## config.mk

```make
export PLATFORM = sky130hd
export DESIGN_NAME = rf_wb_arbiter_flat
export DESIGN_NICKNAME = d
export VERILOG_FILES = /design/src/rtl/rf_wb_arbiter_if.sv /design/src/rtl/rf_wb_arbiter.sv /design/src/flat_wrapper.sv
export SDC_FILE = /design/constraint.sdc
export NUM_CORES = 1
export LEC_CHECK = 0
export ABC_AREA = 1
export CAP_MARGIN = 20
export CELL_PAD_IN_SITES_DETAIL_PLACEMENT = 1
export CELL_PAD_IN_SITES_GLOBAL_PLACEMENT = 2
export CORE_ASPECT_RATIO = 2
export CORE_MARGIN = 5
export CORE_UTILIZATION = 23
export CTS_CLUSTER_SIZE = 24
export DETAILED_ROUTE_END_ITERATION = 8
export PLACE_DENSITY = 0.86
export SKIP_CTS_REPAIR_TIMING = 1
export SLEW_MARGIN = 5
export SYNTH_ARGS = -nofsm -noshare
export SYNTH_HDL_FRONTEND = slang
export SYNTH_SLANG_ARGS = --single-unit
```

## constraint.sdc

```tcl
create_clock -name clk -period 2.6 [get_ports clk]
set_clock_uncertainty 0.15 [all_clocks]
set_input_delay 0.65 -clock clk [delete_from_list [all_inputs] [get_ports clk]]
set_output_delay 0.65 -clock clk [all_outputs]
set_load 0.02 [all_outputs]
```

## src/rtl/rf_wb_arbiter_if.sv

```systemverilog
// Bus bundle between MEM/WB, the MDU result port, the hazard unit and the register-file write port.
interface rf_wb_arbiter_if #(
    parameter int DEPTH = 2
);
    localparam int CW = $clog2(DEPTH) + 1;

    logic          RegWrite;
    logic          MemtoReg;
    logic [31:0]   ReadMemData;
    logic [31:0]   ALUResult;
    logic [4:0]    WbDest;
    logic          mdu_valid;
    logic [4:0]    mdu_dest;
    logic [31:0]   mdu_data;
    logic          mdu_ready;
    logic          rf_we;
    logic [4:0]    rf_waddr;
    logic [31:0]   rf_wdata;
    logic          rf_src;
    logic          stall_req;
    logic [CW-1:0] fifo_count;

    modport master (
        output RegWrite, MemtoReg, ReadMemData, ALUResult, WbDest,
        output mdu_valid, mdu_dest, mdu_data,
        input  mdu_ready, rf_we, rf_waddr, rf_wdata, rf_src, stall_req, fifo_count
    );

    modport slave (
        input  RegWrite, MemtoReg, ReadMemData, ALUResult, WbDest,
        input  mdu_valid, mdu_dest, mdu_data,
        output mdu_ready, rf_we, rf_waddr, rf_wdata, rf_src, stall_req, fifo_count
    );
endinterface

```

## src/rtl/rf_wb_arbiter.sv

```systemverilog
// Register-file write-port arbiter: pipeline write-back has priority, MDU results queue in a
// small FIFO and drain on free cycles; a starved head raises stall_req to force a WB bubble.
module rf_wb_arbiter #(
    parameter int DEPTH    = 2,
    parameter int MAX_WAIT = 4
) (
    input  logic            clk,
    input  logic            rst,
    rf_wb_arbiter_if.slave  bus
);
    localparam int AW = $clog2(DEPTH);
    localparam int CW = AW + 1;

    typedef struct packed {
        logic [4:0]  dest;
        logic [31:0] data;
    } mdu_ent_t;

    mdu_ent_t      mem [DEPTH];
    logic [AW-1:0] wr_ptr, rd_ptr;
    logic [CW-1:0] count;
    logic [3:0]    age;

    logic          pipe_we;
    logic [31:0]   pipe_data;
    logic          push, pop;

    assign pipe_we   = bus.RegWrite & (bus.WbDest != 5'd0);
    assign pipe_data = bus.MemtoReg ? bus.ReadMemData : bus.ALUResult;

    // Ready looks at the pre-edge count, so a full FIFO stays not-ready on its draining cycle.
    assign bus.mdu_ready  = rst & (count < CW'(DEPTH));
    assign push           = bus.mdu_valid & bus.mdu_ready & (bus.mdu_dest != 5'd0);
    assign pop            = ~pipe_we & (count != '0);
    assign bus.fifo_count = count;
    assign bus.stall_req  = (age == 4'(MAX_WAIT));

    always_comb begin
        bus.rf_we    = 1'b0;
        bus.rf_src   = 1'b0;
        bus.rf_waddr = 5'd0;
        bus.rf_wdata = 32'd0;
        if (pipe_we) begin
            bus.rf_we    = 1'b1;
            bus.rf_waddr = bus.WbDest;
            bus.rf_wdata = pipe_data;
        end else if (count != '0) begin
            bus.rf_we    = 1'b1;
            bus.rf_src   = 1'b1;
            bus.rf_waddr = mem[rd_ptr].dest;
            bus.rf_wdata = mem[rd_ptr].data;
        end
    end

    // Storage needs no reset: count/pointers alone decide what is valid.
    always_ff @(posedge clk) begin
        if (push) mem[wr_ptr] <= '{dest: bus.mdu_dest, data: bus.mdu_data};
    end

    always_ff @(posedge clk or negedge rst) begin
        if (!rst) begin
            wr_ptr <= '0;
            rd_ptr <= '0;
            count  <= '0;
        end else begin
            if (push) wr_ptr <= wr_ptr + AW'(1);
            if (pop)  rd_ptr <= rd_ptr + AW'(1);
            case ({push, pop})
                2'b10:   count <= count + CW'(1);
                2'b01:   count <= count - CW'(1);
                default: count <= count;
            endcase
        end
    end

    // Age tracks how long the current head has been blocked by pipeline writes.
    always_ff @(posedge clk or negedge rst) begin
        if (!rst) begin
            age <= 4'd0;
        end else if (count == '0 || pop) begin
            age <= 4'd0;
        end else if (age != 4'(MAX_WAIT)) begin
            age <= age + 4'd1;
        end
    end
endmodule

```

## src/flat_wrapper.sv

```systemverilog
// flat-port wrapper written by rule: the top's interface ports become plain ports
module rf_wb_arbiter_flat 
#(
    parameter int DEPTH    = 2,
    parameter int MAX_WAIT = 4
)
  (clk, rst, bus_RegWrite, bus_MemtoReg, bus_ReadMemData, bus_ALUResult, bus_WbDest, bus_mdu_valid, bus_mdu_dest, bus_mdu_data, bus_mdu_ready, bus_rf_we, bus_rf_waddr, bus_rf_wdata, bus_rf_src, bus_stall_req, bus_fifo_count);
  rf_wb_arbiter_if #(.DEPTH(DEPTH)) bus_i ();
  input  logic clk;
  input  logic rst;
  input wire logic [$bits(bus_i.RegWrite)-1:0] bus_RegWrite;
  input wire logic [$bits(bus_i.MemtoReg)-1:0] bus_MemtoReg;
  input wire logic [$bits(bus_i.ReadMemData)-1:0] bus_ReadMemData;
  input wire logic [$bits(bus_i.ALUResult)-1:0] bus_ALUResult;
  input wire logic [$bits(bus_i.WbDest)-1:0] bus_WbDest;
  input wire logic [$bits(bus_i.mdu_valid)-1:0] bus_mdu_valid;
  input wire logic [$bits(bus_i.mdu_dest)-1:0] bus_mdu_dest;
  input wire logic [$bits(bus_i.mdu_data)-1:0] bus_mdu_data;
  output wire logic [$bits(bus_i.mdu_ready)-1:0] bus_mdu_ready;
  output wire logic [$bits(bus_i.rf_we)-1:0] bus_rf_we;
  output wire logic [$bits(bus_i.rf_waddr)-1:0] bus_rf_waddr;
  output wire logic [$bits(bus_i.rf_wdata)-1:0] bus_rf_wdata;
  output wire logic [$bits(bus_i.rf_src)-1:0] bus_rf_src;
  output wire logic [$bits(bus_i.stall_req)-1:0] bus_stall_req;
  output wire logic [$bits(bus_i.fifo_count)-1:0] bus_fifo_count;
  assign bus_i.RegWrite = bus_RegWrite;
  assign bus_i.MemtoReg = bus_MemtoReg;
  assign bus_i.ReadMemData = bus_ReadMemData;
  assign bus_i.ALUResult = bus_ALUResult;
  assign bus_i.WbDest = bus_WbDest;
  assign bus_i.mdu_valid = bus_mdu_valid;
  assign bus_i.mdu_dest = bus_mdu_dest;
  assign bus_i.mdu_data = bus_mdu_data;
  assign bus_mdu_ready = bus_i.mdu_ready;
  assign bus_rf_we = bus_i.rf_we;
  assign bus_rf_waddr = bus_i.rf_waddr;
  assign bus_rf_wdata = bus_i.rf_wdata;
  assign bus_rf_src = bus_i.rf_src;
  assign bus_stall_req = bus_i.stall_req;
  assign bus_fifo_count = bus_i.fifo_count;
  rf_wb_arbiter #(.DEPTH(DEPTH), .MAX_WAIT(MAX_WAIT)) u_core (.clk(clk), .rst(rst), .bus(bus_i));
endmodule
```

==> summary.json, run 1 <==
{
  "detail_route.drc_violations": 0,
  "num-fill-cells": 2129,
  "global_router_s_overall_resource_usage_pct": 13.1,
  "synthDistinctLibCells": 25,
  "setup.worst_path.end_class": "primary output",
  "max_slew_headroom_pct": 82.1,
  "cp-start-kind": "input port",
  "worstHoldPathType": "reg2reg",
  "layout-drive-gt1-share_pct": 17.4,
  "clkSinkCount": 82,
  "holdPathStages": 2,
  "timing.final.setup_violations": 0,
  "path_class": "in2out",
  "fmax_ghz": 0.391,
  "grt_antenna_before_repair": 2,
  "finalMaxSlewViolations": 0,
  "syn2layout_area_growth_pct": 51.8,
  "synth-seq-area-share_pct": 57.2,
  "drt_wl_total_um": 15200,
  "synth_area_um2": 4240,
  "setup-tns-final_ps": 0,
  "dpl.hpwl_um": 11000,
  "synth.avg_cell_area_um2": 8.81,
  "coreArea_um2": 18200,
  "detail_route.vias_per_cell": 4.41,
  "fp.dieArea_um2": 21400,
  "first_pass_iters": 4,
  "regToRegStartpoint": "u_core.bus.fifo_count[0]$_DFFE_PN0P_",
  "synth_cells": 481,
  "crit_required_ps": 1800,
  "cts_root_buf": "sky130_fd_sc_hd__clkbuf_16",
  "die_width_um": 106,
  "final_period_minus_worst_setup_slack_ps": 2560,
  "cts_tree": "built",
  "gp_routability_congestion": 0.776,
  "grt_start_max_net_pins": 43,
  "power_density_nw_per_um2": 790,
  "worstHoldEndpoint": "u_core.wr_ptr$_DFFE_PN0P_",
  "vias_in_the_first_global_route": 4118,
  "floorplan.die.height_um": 202,
  "detailed_place.area_um2": 6160,
  "cap_viol_max_count": 0,
  "critical_path.max_fanout": 8,
  "wire_length_of_the_first_global_routing_pass_um": 21500,
  "yosysWarningCount": 0,
  "floorplan.initialDensity_pct": 23.3,
  "portBuffers": 153,
  "peakVddDrop_v": 0.000488,
  "top_level_ports": 154,
  "reg_to_reg_slack_setup_ps": 610,
  "ant_nets": 0,
  "route.vias.total": 3828,
  "outcome": "finished clean",
  "core.rowCount": 70,
  "final_cell_area_excluding_filler_cells_um2": 6430,
  "r2r.worst_path.cells": 9,
  "cts.path.max_buffers": 2,
  "final_cycle_utilization_of_the_critical_path_pct": 98.3,
  "layout.nets": 761,
  "synthesis.nets": 595,
  "grt_remaining_overflow": 0,
  "power_uw": 5080,
  "clock_latency_on_the_worst_skew_pair_ps": 330,
  "regToRegEndpoint": "u_core.bus.fifo_count[1]$_DFFE_PN0P_",
  "htree_num_levels": 3,
  "cts_buffers": 9,
  "cts.reportedPaths.clkPinSlew_ps": 60,
  "p_leak_uw": 0.00281,
  "rsz0062_at_grt": "false",
  "final-hold-violation-count": 0,
  "drt-wirelength-per-cell_um": 17.5,
  "critPathArrivalTime_ps": 1760,
  "ys_ff_latch": 82,
  "timing_worst_slew_pin_value_ps": 268,
  "min-delay-start": "u_core.wr_ptr$_DFFE_PN0P_",
  "number_of_design_rule_violations_left_by_the_first_detailed_router_iteration": 134
}
flip-flops by register name, summed over array words and instances, names as in the netlist:
register and count:
u_core.mem 74, u_core.age 4, u_core.bus.fifo_count 2, u_core.rd_ptr 1
u_core.wr_ptr 1
where the power goes:
part / internal (uW) / total (uW) / switching (uW) / leakage, uW
clock: 726 / 1190 / 465 / 0.000135
combinational: 875 / 2190 / 1320 / 0.00191
sequential: 1610 / 1700 / 88.4 / 0.000773
total: 3210 / 5080 / 1870 / 0.00281
synthesized netlist by cell type:
library cell               count  share of area, %
sky130_fd_sc_hd__inv_2         3              0.27
sky130_fd_sc_hd__xor2_1        3              0.62
sky130_fd_sc_hd__xnor2_1       1              0.21
sky130_fd_sc_hd__inv_1        43               3.8
sky130_fd_sc_hd__o21ai_1       1              0.12
sky130_fd_sc_hd__nor2_1       10              0.89
sky130_fd_sc_hd__dfrtp_1       8               4.7
sky130_fd_sc_hd__clkbuf_1      2              0.18
sky130_fd_sc_hd__clkbuf_2      1              0.12
sky130_fd_sc_hd__nand2_1     216                19
sky130_fd_sc_hd__a21oi_1      28               3.3
sky130_fd_sc_hd__o21ai_0      34               4.0
sky130_fd_sc_hd__and3_1        1              0.15
sky130_fd_sc_hd__buf_12        1              0.47
sky130_fd_sc_hd__nor3_1        1              0.12
sky130_fd_sc_hd__nand4_1       1              0.15
sky130_fd_sc_hd__nand2_2      11               1.6
sky130_fd_sc_hd__nand3_1       6              0.71
sky130_fd_sc_hd__a21oi_2      10               2.1
sky130_fd_sc_hd__nor2_2        1              0.15
sky130_fd_sc_hd__ha_1          3              0.89
sky130_fd_sc_hd__buf_2        11               1.3
sky130_fd_sc_hd__edfxtp_1     74                52
sky130_fd_sc_hd__buf_6         7               1.9
sky130_fd_sc_hd__buf_4         4              0.71
critical path, cell delays in order:
cell,delay (ps)
sky130_fd_sc_hd__dlymetal6s2s_1,140
sky130_fd_sc_hd__nor2_2,180
sky130_fd_sc_hd__nand3_4,110
sky130_fd_sc_hd__nand2_8,150
sky130_fd_sc_hd__buf_12,150
sky130_fd_sc_hd__nand2_1,90
sky130_fd_sc_hd__nand2_1,90
sky130_fd_sc_hd__clkbuf_2,180
cell families after synthesis:
kind of cell	after synthesis	share of synthesized area, %
simple gates	247	22.9
compound gates	73	9.51
buf+inv	72	8.71
xor+xnor	4	0.827
fa+ha+maj	3	0.886
flops	82	57.2
cell type report:
cell class                      instances  area, um2  area share, %
Multi-Input combinational cell        327       1490           23.2
Timing Repair Buffer                  181       1790           27.8
Clock buffer                           10        229           3.56
Tap cell                              216        270           4.20
Antenna cell                            2       5.00         0.0778
Inverter                               46        180           2.80
Clock inverter                          5       46.3          0.720
Sequential cell                        82       2420           37.7
layout by cell type, fill, tap and decap left out, types with 5 or more instances in the layout:
cell                              instances
sky130_fd_sc_hd__a21oi_1                 28
sky130_fd_sc_hd__a21oi_2                 10
sky130_fd_sc_hd__buf_12                  11
sky130_fd_sc_hd__buf_2                    7
sky130_fd_sc_hd__buf_4                   15
sky130_fd_sc_hd__buf_6                    5
sky130_fd_sc_hd__clkbuf_16               12
sky130_fd_sc_hd__clkbuf_2                27
sky130_fd_sc_hd__clkdlybuf4s50_1        105
sky130_fd_sc_hd__dfrtp_1                  7
sky130_fd_sc_hd__dlymetal6s2s_1           8
sky130_fd_sc_hd__edfxtp_1                74
sky130_fd_sc_hd__inv_1                   40
sky130_fd_sc_hd__inv_2                    5
sky130_fd_sc_hd__nand2_1                215
sky130_fd_sc_hd__nand2_2                 11
sky130_fd_sc_hd__nand3_1                  5
sky130_fd_sc_hd__nor2_1                   7
sky130_fd_sc_hd__o21ai_0                 34
worst max path at each step:
stage	end	startpoint	depth (start not counted)	slack, ps
floorplan	u_core.mem[1][0]$_DFFE_PP_	bus_mdu_valid	3	170
CTS	bus_rf_wdata[10]	bus_WbDest[0]	8	-780
detailed placement	bus_rf_wdata[10]	bus_WbDest[0]	8	-780
global placement	bus_rf_wdata[10]	bus_WbDest[0]	8	-750
finish	bus_rf_wdata[10]	bus_WbDest[1]	8	40
global route	bus_rf_wdata[19]	bus_WbDest[2]	9	8
layer usage:
layer | track usage, % | vias up | share of wire [%]
li1 | - | 1880 | -
met1 | 12.3 | 1824 | 35
met2 | 26.2 | 99 | 59
met3 | 2.40 | 25 | 3.2
met4 | 6.48 | 0 | 2.7
met5 | 0 | - | 0
per-stage QoR:
step / hold WS (ps) / utilization (%) / setup slack [ps] / std cells
4_1_cts: 347 / 35.3 / -784 / 862
5_1_grt: 386 / 35.3 / 8.11 / 869
3_3_place_gp: 309 / 33.8 / -755 / 847
3_5_place_dp: 334 / 33.8 / -783 / 847
2_1_floorplan: 204 / - / 166 / 481
6_report: 337 / 35.3 / 44.7 / 869
(Power assumes the default switching activity.)
==> run 2: changes to the inputs <==
--- a/config.mk
+++ b/config.mk
@@ -20,3 +20,4 @@
 export SYNTH_ARGS = -nofsm -noshare
 export SYNTH_HDL_FRONTEND = slang
 export SYNTH_SLANG_ARGS = --single-unit
+export TNS_END_PERCENT = 10
==> results of run 2 <==
Final layout, timing and power as in run 1 (identical DEF).
